--- config.mk ---
export PLATFORM = sky130hd
export DESIGN_NAME = barrel_fetch_unit
export DESIGN_NICKNAME = d
export VERILOG_FILES = /design/src/rtl/core_pkg.sv /design/src/rtl/rr_thread_picker.sv /design/src/rtl/barrel_fetch_unit.sv
export SDC_FILE = /design/constraint.sdc
export NUM_CORES = 1
export LEC_CHECK = 0
export CELL_PAD_IN_SITES_DETAIL_PLACEMENT = 1
export CELL_PAD_IN_SITES_GLOBAL_PLACEMENT = 2
export CORE_ASPECT_RATIO = 0.9
export CORE_UTILIZATION = 37
export CTS_BUF_LIST = sky130_fd_sc_hd__clkbuf_4 sky130_fd_sc_hd__clkbuf_8 sky130_fd_sc_hd__clkbuf_16
export CTS_CLUSTER_DIAMETER = 150
export DETAILED_ROUTE_END_ITERATION = 7
export PLACE_DENSITY = 0.9
export SLEW_MARGIN = 5
export SYNTH_ARGS = -nofsm -noshare
export SYNTH_HDL_FRONTEND = slang
export SYNTH_SLANG_ARGS = --single-unit
--- constraint.sdc ---
create_clock -name clk -period 9.8 [get_ports clk]
set_clock_uncertainty 0.2 [all_clocks]
set_input_delay 1.96 -clock clk [delete_from_list [all_inputs] [get_ports clk]]
set_output_delay 1.96 -clock clk [all_outputs]
set_load 0.01 [all_outputs]
--- src/rtl/core_pkg.sv ---
// Shared constants for the barrel-threaded RV32 core: thread count,
// per-thread reset PCs and the canonical NOP used for killed slots.
package core_pkg;

  localparam int          NUM_THREADS          = 8;
  localparam int          BITS_THREADS_DEF     = $clog2(NUM_THREADS);
  localparam logic [31:0] RESET_PC_DEF         = 32'h0000_0000;
  localparam logic [31:0] THREAD_PC_STRIDE_DEF = 32'h0000_0400;
  localparam logic [31:0] INSTR_NOP            = 32'h0000_0013;

endpackage

--- src/rtl/rr_thread_picker.sv ---
// Combinational round-robin picker: finds the first enabled thread after
// cur_tid, wrapping around and considering cur_tid itself last.
module rr_thread_picker #(
  parameter int BITS_THREADS = 3
) (
  input  logic [BITS_THREADS-1:0]      cur_tid,
  input  logic [(2**BITS_THREADS)-1:0] thread_en,
  output logic [BITS_THREADS-1:0]      next_tid,
  output logic                         any_enabled
);

  localparam int NUM_THR = 2**BITS_THREADS;

  logic [BITS_THREADS-1:0] cand;
  logic                    found;

  always_comb begin
    // NOTE: every output gets a default before the loop; otherwise a path
    // that never assigns it would infer a latch.
    next_tid    = cur_tid;
    any_enabled = |thread_en;
    cand        = cur_tid;
    found       = 1'b0;
    // Offset NUM_THR truncates to zero, so the current thread is tried last.
    for (int k = 1; k <= NUM_THR; k++) begin
      cand = cur_tid + BITS_THREADS'(k);
      if (!found && thread_en[cand]) begin
        next_tid = cand;
        found    = 1'b1;
      end
    end
  end

endmodule

--- src/rtl/barrel_fetch_unit.sv ---
// Fetch stage of the barrel-threaded core: one PC per thread, round-robin
// issue over enabled threads, zero-latency outputs to the F/D register.
module barrel_fetch_unit
  import core_pkg::*;
#(
  parameter int                     ADDRESS_WIDTH    = 32,
  parameter int                     DATA_WIDTH       = 32,
  parameter int                     BITS_THREADS     = BITS_THREADS_DEF,
  parameter logic [ADDRESS_WIDTH-1:0] RESET_PC         = RESET_PC_DEF,
  parameter logic [ADDRESS_WIDTH-1:0] THREAD_PC_STRIDE = THREAD_PC_STRIDE_DEF
) (
  input  logic                         clk,
  input  logic                         rst_n,
  input  logic                         stall_f_i,
  input  logic [(2**BITS_THREADS)-1:0] thread_en_i,
  input  logic                         redirect_valid_i,
  input  logic [BITS_THREADS-1:0]      redirect_tid_i,
  input  logic [ADDRESS_WIDTH-1:0]     redirect_pc_i,
  output logic [ADDRESS_WIDTH-1:0]     imem_addr_o,
  input  logic [DATA_WIDTH-1:0]        imem_rdata_i,
  output logic [ADDRESS_WIDTH-1:0]     pc_f_o,
  output logic [ADDRESS_WIDTH-1:0]     pc_plus4_f_o,
  output logic [DATA_WIDTH-1:0]        instr_f_o,
  output logic [BITS_THREADS-1:0]      tid_f_o,
  output logic                         valid_f_o
);

  localparam int NUM_THR = 2**BITS_THREADS;

  logic [BITS_THREADS-1:0]  tid_q;
  logic [ADDRESS_WIDTH-1:0] pc_q [NUM_THR];
  logic [BITS_THREADS-1:0]  next_tid;
  logic                     any_enabled;
  logic [ADDRESS_WIDTH-1:0] cur_pc;
  logic [ADDRESS_WIDTH-1:0] cur_pc_plus4;
  logic                     redirect_self;

  rr_thread_picker #(
    .BITS_THREADS (BITS_THREADS)
  ) u_picker (
    .cur_tid     (tid_q),
    .thread_en   (thread_en_i),
    .next_tid    (next_tid),
    .any_enabled (any_enabled)
  );

  assign cur_pc        = pc_q[tid_q];
  assign cur_pc_plus4  = cur_pc + ADDRESS_WIDTH'(4);
  // A redirect of the issuing thread means this fetch is on the wrong path.
  assign redirect_self = redirect_valid_i && (redirect_tid_i == tid_q);

  assign imem_addr_o   = cur_pc;
  assign pc_f_o        = cur_pc;
  assign pc_plus4_f_o  = cur_pc_plus4;
  assign instr_f_o     = imem_rdata_i;
  assign tid_f_o       = tid_q;
  assign valid_f_o     = thread_en_i[tid_q] && !redirect_self;

  // NOTE: the PC file is architectural state (each thread boots from its own
  // vector), so it is reset like any register rather than left as a RAM.
  always_ff @(posedge clk or negedge rst_n) begin
    if (!rst_n) begin
      tid_q <= '0;
      for (int i = 0; i < NUM_THR; i++) begin
        pc_q[i] <= RESET_PC + ADDRESS_WIDTH'(i) * THREAD_PC_STRIDE;
      end
    end else begin
      // NOTE: non-blocking assignments let the redirect write below override
      // the increment to the same entry (last NBA wins) without ordering hazards.
      if (!stall_f_i && valid_f_o) begin
        pc_q[tid_q] <= cur_pc_plus4;
      end
      if (redirect_valid_i) begin
        pc_q[redirect_tid_i] <= {redirect_pc_i[ADDRESS_WIDTH-1:2], 2'b00};
      end
      if (!stall_f_i && any_enabled) begin
        tid_q <= next_tid;
      end
    end
  end

endmodule
# After elaboration in Yosys (flattened, before gate mapping)
# Index checks and enable logic that the tools add are counted.
[op_classes]
bitwise_logic = 3
n_eq_ne = 1
mux = 41
n_reduce_logical = 25
addsub = 8
order_cmp = 12
[ops]
columns = ["cell", "count"]
rows = [
  ["$bwmux 256", 2],
  ["$mux 256", 2],
  ["$demux 32 s3", 2],
  ["$mux 32", 4],
  ["$bmux 32 s3", 1],
  ["$add 32x3->32 const B", 1],
  ["$lt 3x4->1 const B", 8],
  ["$bmux 1 s3", 8],
  ["$mux 3", 7],
  ["$mux 1", 15],
  ["$logic_and 1x1->1", 13],
  ["$add 3x3->3 const B", 4],
  ["$logic_not 1->1", 9],
  ["$ge 4x4->1 const B", 2],
  ["$lt 4x1->1 const B", 2],
  ["$not 3->4", 2],
  ["$reduce_or 8->1", 1],
  ["$reduce_bool 7->1", 1],
  ["$add 3x2->3 const B", 2],
  ["$add 3x1->3 const B", 1],
  ["$eq 3x3->1", 1],
  ["$reduce_and 3->1", 1],
  ["$not 1->1", 1],
]
[word_totals]
reg_bits = 259
output_inout_bits = 132
input_bits = 79

# Depth between registers and ports, before layout
# Gate-level depths: netlist of the first run.
[logic_depth]
word_depth = 26
mapped_depth = 17

# Hierarchy
# Synthesis of the first run repeated with hierarchy kept, for this count alone.
[unflattened]
hier_cells = 1759
hier_area_um2 = 15745.1
[modules_own_cells]
columns = ["mod", "area_each_um2", "cells_each", "n_inst"]
rows = [
  ["barrel_fetch_unit", 14966.9, 1667, 1],
  ["rr_thread_picker", 778.2, 92, 1],
]

# Worst setup path after synthesis of the first run
# Ideal clock, no wire load.
[synth_path]
path_kind = "reg-to-output"
start = "register tid_q[1], in the netlist tid_f_o[1]"
end = "output port pc_plus4_f_o[18]"
arrival_time_ps = 3462
path_buffers = 3
path_stages_with_launch = 13
required_time_ps = 7640
setup_slack_ps = 4178
path_cell_list = "dfrtp_1 buf_6 buf_6 mux4_2 and2_1 nor2_1 inv_1 ha_1 and2_0 clkbuf_1 nand2_2 nor3_1 xnor2_1"
[synth_via]
elab_chain_cells = 5
[synth_lines]
columns = ["item", "line_no", "text"]
rows = [
  ["start, declared", "barrel_fetch_unit.sv:30", "logic [BITS_THREADS-1:0] tid_q;"],
  ["start signal, assigned", "barrel_fetch_unit.sv:77", "tid_q <= next_tid;"],
  ["$not 3->4 (implied by the code)", "barrel_fetch_unit.sv:47", "assign cur_pc = pc_q[tid_q];"],
  ["$bmux 32 s3", "barrel_fetch_unit.sv:47", ""],
  ["$mux 32 (implied by the code) (2 in series)", "barrel_fetch_unit.sv:47", ""],
  ["net imem_addr_o[2]", "barrel_fetch_unit.sv:19", "output logic [ADDRESS_WIDTH-1:0] imem_addr_o,"],
  ["$add 32x3->32", "barrel_fetch_unit.sv:48", "assign cur_pc_plus4 = cur_pc + ADDRESS_WIDTH'(4);"],
  ["end, declared", "barrel_fetch_unit.sv:22", "output logic [ADDRESS_WIDTH-1:0] pc_plus4_f_o,"],
]
# The timed path passes the listed nets, and every way through them passes these cells. The select of a mux whose other input is x is not followed.

# Final worst setup path of the first run
[layout_path]
start = "register tid_q[1], in the netlist tid_f_o[1]"
end = "output port pc_plus4_f_o[18]"
[layout_via]
elab_chain_cells = 5
[layout_lines]
columns = ["item", "line_no"]
rows = [
  ["$not 3->4 (implied by the code)", "barrel_fetch_unit.sv:47"],
  ["$bmux 32 s3", "barrel_fetch_unit.sv:47"],
  ["$mux 32 (implied by the code) (2 in series)", "barrel_fetch_unit.sv:47"],
  ["$add 32x3->32", "barrel_fetch_unit.sv:48"],
]
# No other way between the ends. The select of a mux whose other input is x is not followed.

==> impl_metrics.json, run 1 <==
{
  "outcome": "completed",
  "avgSynthCellArea_sq_um": 8.530,
  "period_needed_ps": 7923,
  "cts_tree": "done",
  "design_area_sq_um": 18620,
  "antenna_found_initial": 3,
  "path_cells": "mux4_2, and2_1, nor2_1, inv_1, ha_1, and2_0, nand2_2, nor3_1, xnor2_1, clkdlybuf4s50_1",
  "r2r-start": "tid_f_o[1]",
  "yosysUniqueCellTypes": 63,
  "min_from": "pc_q[11]",
  "dpl.hpwl_um": 39200,
  "coreArea_sq_um": 43060,
  "fin_crit_sh": 0.8084,
  "cts_hold_buf": 0,
  "yosys.area.top_type": "dfrtp_1",
  "cp.arrival_ps": 5760,
  "slew_headroom": 0.1943,
  "cts_made_buffers": 31,
  "synth.most_common_cell": "nand2_1",
  "required_ps": 7640,
  "synth_fp_nets": 1985,
  "die_x_um": 222.6,
  "io_buffer_count": 144,
  "slowest_stage": "dfrtp_4",
  "p_leak_nw": 7.637,
  "drt_iter0_drc": 1450,
  "hold_ws_ps": 290.8,
  "cp-start-kind": "register",
  "num-fill-cells": 5008,
  "clockRootBuffer": "clkbuf_16",
  "synthTopCellsByCount": "nand2_1 (332), nor2_1 (276), dfrtp_1 (247)",
  "die_area_sq_um": 44620,
  "num_io_pins": 211,
  "final.setup.tns_ps": 0,
  "hold_path.class": "reg2reg",
  "syn_inst": 1899,
  "path_clk_slew_ps": 60,
  "grt_pass1_wl_um": 96730,
  "final_nets": 1980,
  "cts_buffer_depth": 3,
  "clkLatencyLatePin_ps": 570,
  "p_per_area_nw_per_um2": 429.4,
  "ir_drop_uv": 204.0,
  "rows": 72,
  "cap_violations": 0,
  "report.final.hold_viol_count": 0,
  "dominantRegCellSynth": "dfrtp_1",
  "crit_start": "tid_f_o[1]",
  "yosysTopAreaCellShare": 0.3816,
  "cts_setup_buffers": 0,
  "synthTopCellsByArea": "dfrtp_1 (38%), nand2_1 (7.7%), mux4_2 (7.6%)",
  "place.gp.congestion": 0.8467,
  "crit_type": "reg2out",
  "drc": 0,
  "synth-seq-cells": 259,
  "grt_setup_unrepaired": "no",
  "grt_max_degree": 166,
  "htree_levels": 1,
  "vias": 15077,
  "cts.sinks": 259,
  "ctsResizeCount": 0,
  "setup_viol": 0,
  "ys_seq_area_frac": 0.4010,
  "tightest_slew_ps": 1204,
  "worst-path-max-fanout": 41,
  "final_util": 0.4324,
  "yosysWarnings": 0,
  "synth_enable_flop_cells": 0,
  "max_stage_delay_ps": 970,
  "floorplan.initialDensity": 0.3762,
  "firstDrtPassIters": 5,
  "cp-end-kind": "primary output",
  "area_growth_pct": 14.94,
  "grt_pass1_vias": 15538,
  "synth-async-reset-ratio": 1.000,
  "grt_usage": 0.2828,
  "fmax_mhz": 126.2,
  "via_per_inst": 6.097,
  "netlist_area_sq_um": 16200,
  "drive_gt1_frac": 0.1210,
  "wl_um": 63590,
  "timing.final.max_slew_violations": 0,
  "ant_nets": 0,
  "die_h_um": 200.5,
  "grt_overflow": 0,
  "route.detailed.wl_per_inst_um": 25.71,
  "dpl_cell_area_sq_um": 17570
}
==> worst max-delay path, delay by kind of cell (launching register included) <==
kind | cells | cell delay (ps)
buffers and inverters | 2 | 890
multiplexers | 1 | 600
XOR/XNOR | 1 | 750
flip-flops | 1 | 970
adder cells (fa/ha/maj) | 1 | 370
AND/OR/NAND/NOR | 5 | 1570
==> placed cells by master, fill, tap and decap left out, types with 24 or more instances in the layout <==
cell	Yosys	final
a21oi_1	172	172
mux2i_1	57	57
o21ai_1	24	24
clkbuf_16	0	31
nand2_1	332	324
nor2_1	276	262
mux4_2	55	55
xnor2_1	26	26
a31oi_1	66	66
nor3_1	27	25
nand3_1	72	72
inv_1	36	35
buf_4	70	44
clkdlybuf4s50_1	0	143
o21ai_0	119	119
dfrtp_1	247	244
==> per-stage QoR <==
| stage | worst slack [ps] | power (mW) | std cells |
|---|---|---|---|
| finish | 1877 | 7.995 | 2473 |
| global route | 1654 | 8.428 | 2472 |
| CTS | 1958 | 7.979 | 2472 |
| detailed placement | 2639 | 6.762 | 2416 |
| global placement | 2672 | 6.606 | 2416 |
| floorplan | 4178 | 4.896 | 1899 |
==> power by group <==
group | internal (mW) | switching [mW]
logic | 2.11 | 2.73
clock network | 0.703 | 0.484
registers | 1.61 | 0.360
==> final timing paths <==
kind                                     to  slack (ps)  cells after the start
hold / removal                     pc_q[11]         290                      2
setup / recovery           pc_plus4_f_o[18]        1880                     10
hold reg to reg                    pc_q[11]         290                      2
min in group asynchronous           pc_q[7]        1240                      1
max in group asynchronous         pc_q[249]        6700                      2
setup reg to reg                  pc_q[114]        4720                     11
==> registers in the layout, indices dropped and copies added (netlist names) <==
name,cells
tid_f_o,3
pc_q,256
==> area by class of cell <==
| cell class | count | area, sq um | share of cell area |
|---|---|---|---|
| flip-flops and latches | 259 | 6502 | 0.3492 |
| clock buffers | 51 | 1020 | 0.05477 |
| multi-input cells | 1377 | 8437 | 0.4531 |
| inverters | 36 | 135.1 | 0.007258 |
| repair buffers | 189 | 1797 | 0.09650 |
| well taps | 555 | 694.4 | 0.03730 |
| clock inverters | 5 | 31.28 | 0.001680 |
| diodes | 1 | 2.502 | 0.0001344 |
==> cells by family (layout without fill, tap and decap cells) <==
kind of cell             count (synthesis)  after routing  synth area share
adder cells (fa/ha/maj)                  7              7          0.005406
AO/OA/AOI/OAI                          439            439            0.1516
AND/OR/NAND/NOR                        761            761            0.1991
multiplexers                           135            135            0.1369
flip-flops                             259            259            0.4010
other                                    0              1                 0
XOR/XNOR                                35             35           0.02124
buffers and inverters                  263            281           0.08465
==> routing by layer <==
layer / vias up / track usage / part of all wire
met5: - / 0 / 0.00020
met4: 2 / 0.1027 / 0.037
met3: 145 / 0.04816 / 0.086
met2: 736 / 0.4509 / 0.46
met1: 7709 / 0.3861 / 0.41
li1: 6485 / - / -
Note: power is estimated with default switching activity, not from simulation.
==> inputs of run 2 (changes only) <==
CORE_UTILIZATION = 34   (was 37)
PLACE_DENSITY = 0.84   (was 0.9)
clock period = 8.1 ns   (was 9.8 ns; I/O delays follow)
==> run 2 against run 1 <==
Effect of this change:
- via count down 0.47%
- critical path depth down 1
- register-to-register slack got worse by 1700 ps
- global-route usage down 1.4 points
- final cell count rose by 2.9%
- die area rose by 8.7%
- wire length rose by 2.3%
- utilization shrank 3.2 points
- sequential power rose by 20%
- non-clock buffer count up 10
- worst setup slack worse by 830 ps
==> impl_metrics.json, run 2 (synthesis results as in run 1) <==
{
  "dpl.hpwl_um": 39340,
  "hold_path.class": "reg2reg",
  "ant_nets": 0,
  "wl_um": 65030,
  "grt_use_met3": 0.04694,
  "mostFrequentLayoutCells": "nand2_1 (323), nor2_1 (262), dfrtp_1 (244), a21oi_1 (172), clkdlybuf4s50_1 (143)",
  "coreArea_sq_um": 46830,
  "cts_hold_buf": 0,
  "outcome": "completed",
  "cap_violations": 0,
  "grt_setup_unrepaired": "no",
  "required_ps": 6280,
  "p_per_area_nw_per_um2": 518.9,
  "grt_pass1_wl_um": 98870,
  "path_depth": 9,
  "rows": 75,
  "largest-register": "pc_q",
  "area_growth_pct": 15.63,
  "fmax_mhz": 141.8,
  "cp-end-kind": "primary output",
  "cp-start-kind": "register",
  "final_nets": 1990,
  "grt_max_degree": 92,
  "cp_num_buf_inv": 3,
  "max_stage_delay_ps": 830,
  "htree_levels": 1,
  "crit_type": "reg2out",
  "ctsResizeCount": 0,
  "fin_crit_sh": 0.8708,
  "route.detailed.wl_per_inst_um": 25.55,
  "period_needed_ps": 7053,
  "report.final.hold_viol_count": 0,
  "setup_viol": 0,
  "use_met2": 0.4230,
  "cts_setup_buffers": 0,
  "worstRegToRegCells": 10,
  "floorplan.initialDensity": 0.3459,
  "power_mw": 9.720,
  "timing.final.max_slew_violations": 0,
  "ir_drop_uv": 302.9,
  "reg2reg_slack_ps": 3060,
  "drc": 0,
  "cp.arrival_ps": 5230,
  "num_io_pins": 211,
  "p_leak_nw": 7.680,
  "firstDrtPassIters": 7,
  "drive_gt1_frac": 0.1266,
  "grt_usage": 0.2683,
  "die_x_um": 232.1,
  "clkLatencyLatePin_ps": 590,
  "antenna_found_initial": 2,
  "worst-path-max-fanout": 35,
  "crit_start": "tid_f_o[1]",
  "cts_buffer_depth": 3,
  "rr_endpoint": "tid_f_o[2]",
  "place.gp.congestion": 0.8309,
  "path_cells": "buf_12, mux4_1, mux2i_1, nor3_2, nand3_2, nor3_1, xnor2_1, inv_1, clkdlybuf4s50_1",
  "cts_made_buffers": 31,
  "die_h_um": 209.1,
  "setup.worst_path.end": "pc_plus4_f_o[20]",
  "io_buffer_count": 144,
  "grt_pass1_vias": 15613,
  "final.setup.tns_ps": 0,
  "via_per_inst": 5.896,
  "busiest_layer": "met2",
  "grt_overflow": 0,
  "use_met1": 0.3720,
  "path_clk_slew_ps": 60,
  "cp_top_family": "multiplexers",
  "r2r-start": "tid_f_o[1]",
  "cts.sinks": 259,
  "largest_register_ffs": 256,
  "drt_iter0_drc": 1189,
  "die_area_sq_um": 48520,
  "slowest_stage": "dfrtp_4",
  "vias": 15006,
  "cts_tree": "done",
  "clockRootBuffer": "clkbuf_16",
  "tightest_slew_ps": 1252,
  "layout_commonest_cell": "nand2_1",
  "slew_headroom": 0.1626
}
run 2: changes by cell type in the layout (fill, tap and decap cells not counted):
cell	before	now
bufinv_16	0	1
nand2_2	10	11
buf_4	44	54
nor2_2	6	7
clkinvlp_4	1	0
nor2_4	8	7
inv_6	1	0
clkinv_2	3	7
nand2_1	324	323
clkbuf_8	15	6
clkbuf_4	5	12
run 2: worst min-delay path by stage:
stage                     startpoint         to  slack [ps]  cells past startpoint
after floorplan            pc_q[171]  pc_q[171]         260                      2
after global placement     pc_q[139]  pc_q[139]         280                      2
after detailed placement    pc_q[12]   pc_q[12]         280                      2
after CTS                   pc_q[12]   pc_q[12]         290                      2
after global routing       pc_q[171]  pc_q[171]         310                      2
final                       pc_q[12]   pc_q[12]         290                      2
run 2: layout make-up:
class                      count  area (sq um)
fill                        5423         28100
timing repair buffer         199          1872
antenna                        1         2.502
tap                          616         770.7
inverter                      36         135.1
multi-input combinational   1377          8434
sequential                   259          6502
clock buffer                  49         948.4
clock inverter                 8         65.06
run 2: through the flow:
| step | hold slack (ps) | utilization | std cells | setup WS (ps) | cell area (sq um) |
|---|---|---|---|---|---|
| 6_report | 291.7 | 0.4000 | 2545 | 1047 | 18730 |
| 4_1_cts | 292.2 | 0.3999 | 2544 | 1001 | 18730 |
| 2_1_floorplan | 264.4 | - | 1899 | 2818 | 16200 |
| 5_1_grt | 312.7 | 0.4000 | 2545 | 782.8 | 18730 |
| 3_3_place_gp | 275.7 | 0.3783 | 2487 | 1715 | 17710 |
| 3_5_place_dp | 279.4 | 0.3783 | 2487 | 1627 | 17710 |
run 2: per-layer routing:
metal / routed length [um] / vias up
met1: 28570 / 7792
met4: 1976 / 2
li1: - / 6503
met5: 12 / -
met3: 4570 / 124
met2: 29890 / 585
run 2: report_power, final:
group / switching (mW) / internal [mW]
Sequential: 0.415 / 1.95
Combinational: 3.34 / 2.60
Clock: 0.582 / 0.829
run 2: worst register-to-register path, cell delays in order (launching register included):
cell	delay [ps]
dfrtp_4	830
buf_4	580
inv_1	220
ha_1	690
mux2_2	450
mux4_2	540
or2_2	330
nor2_1	160
a2111oi_0	80
or3b_2	470
a311o_1	380
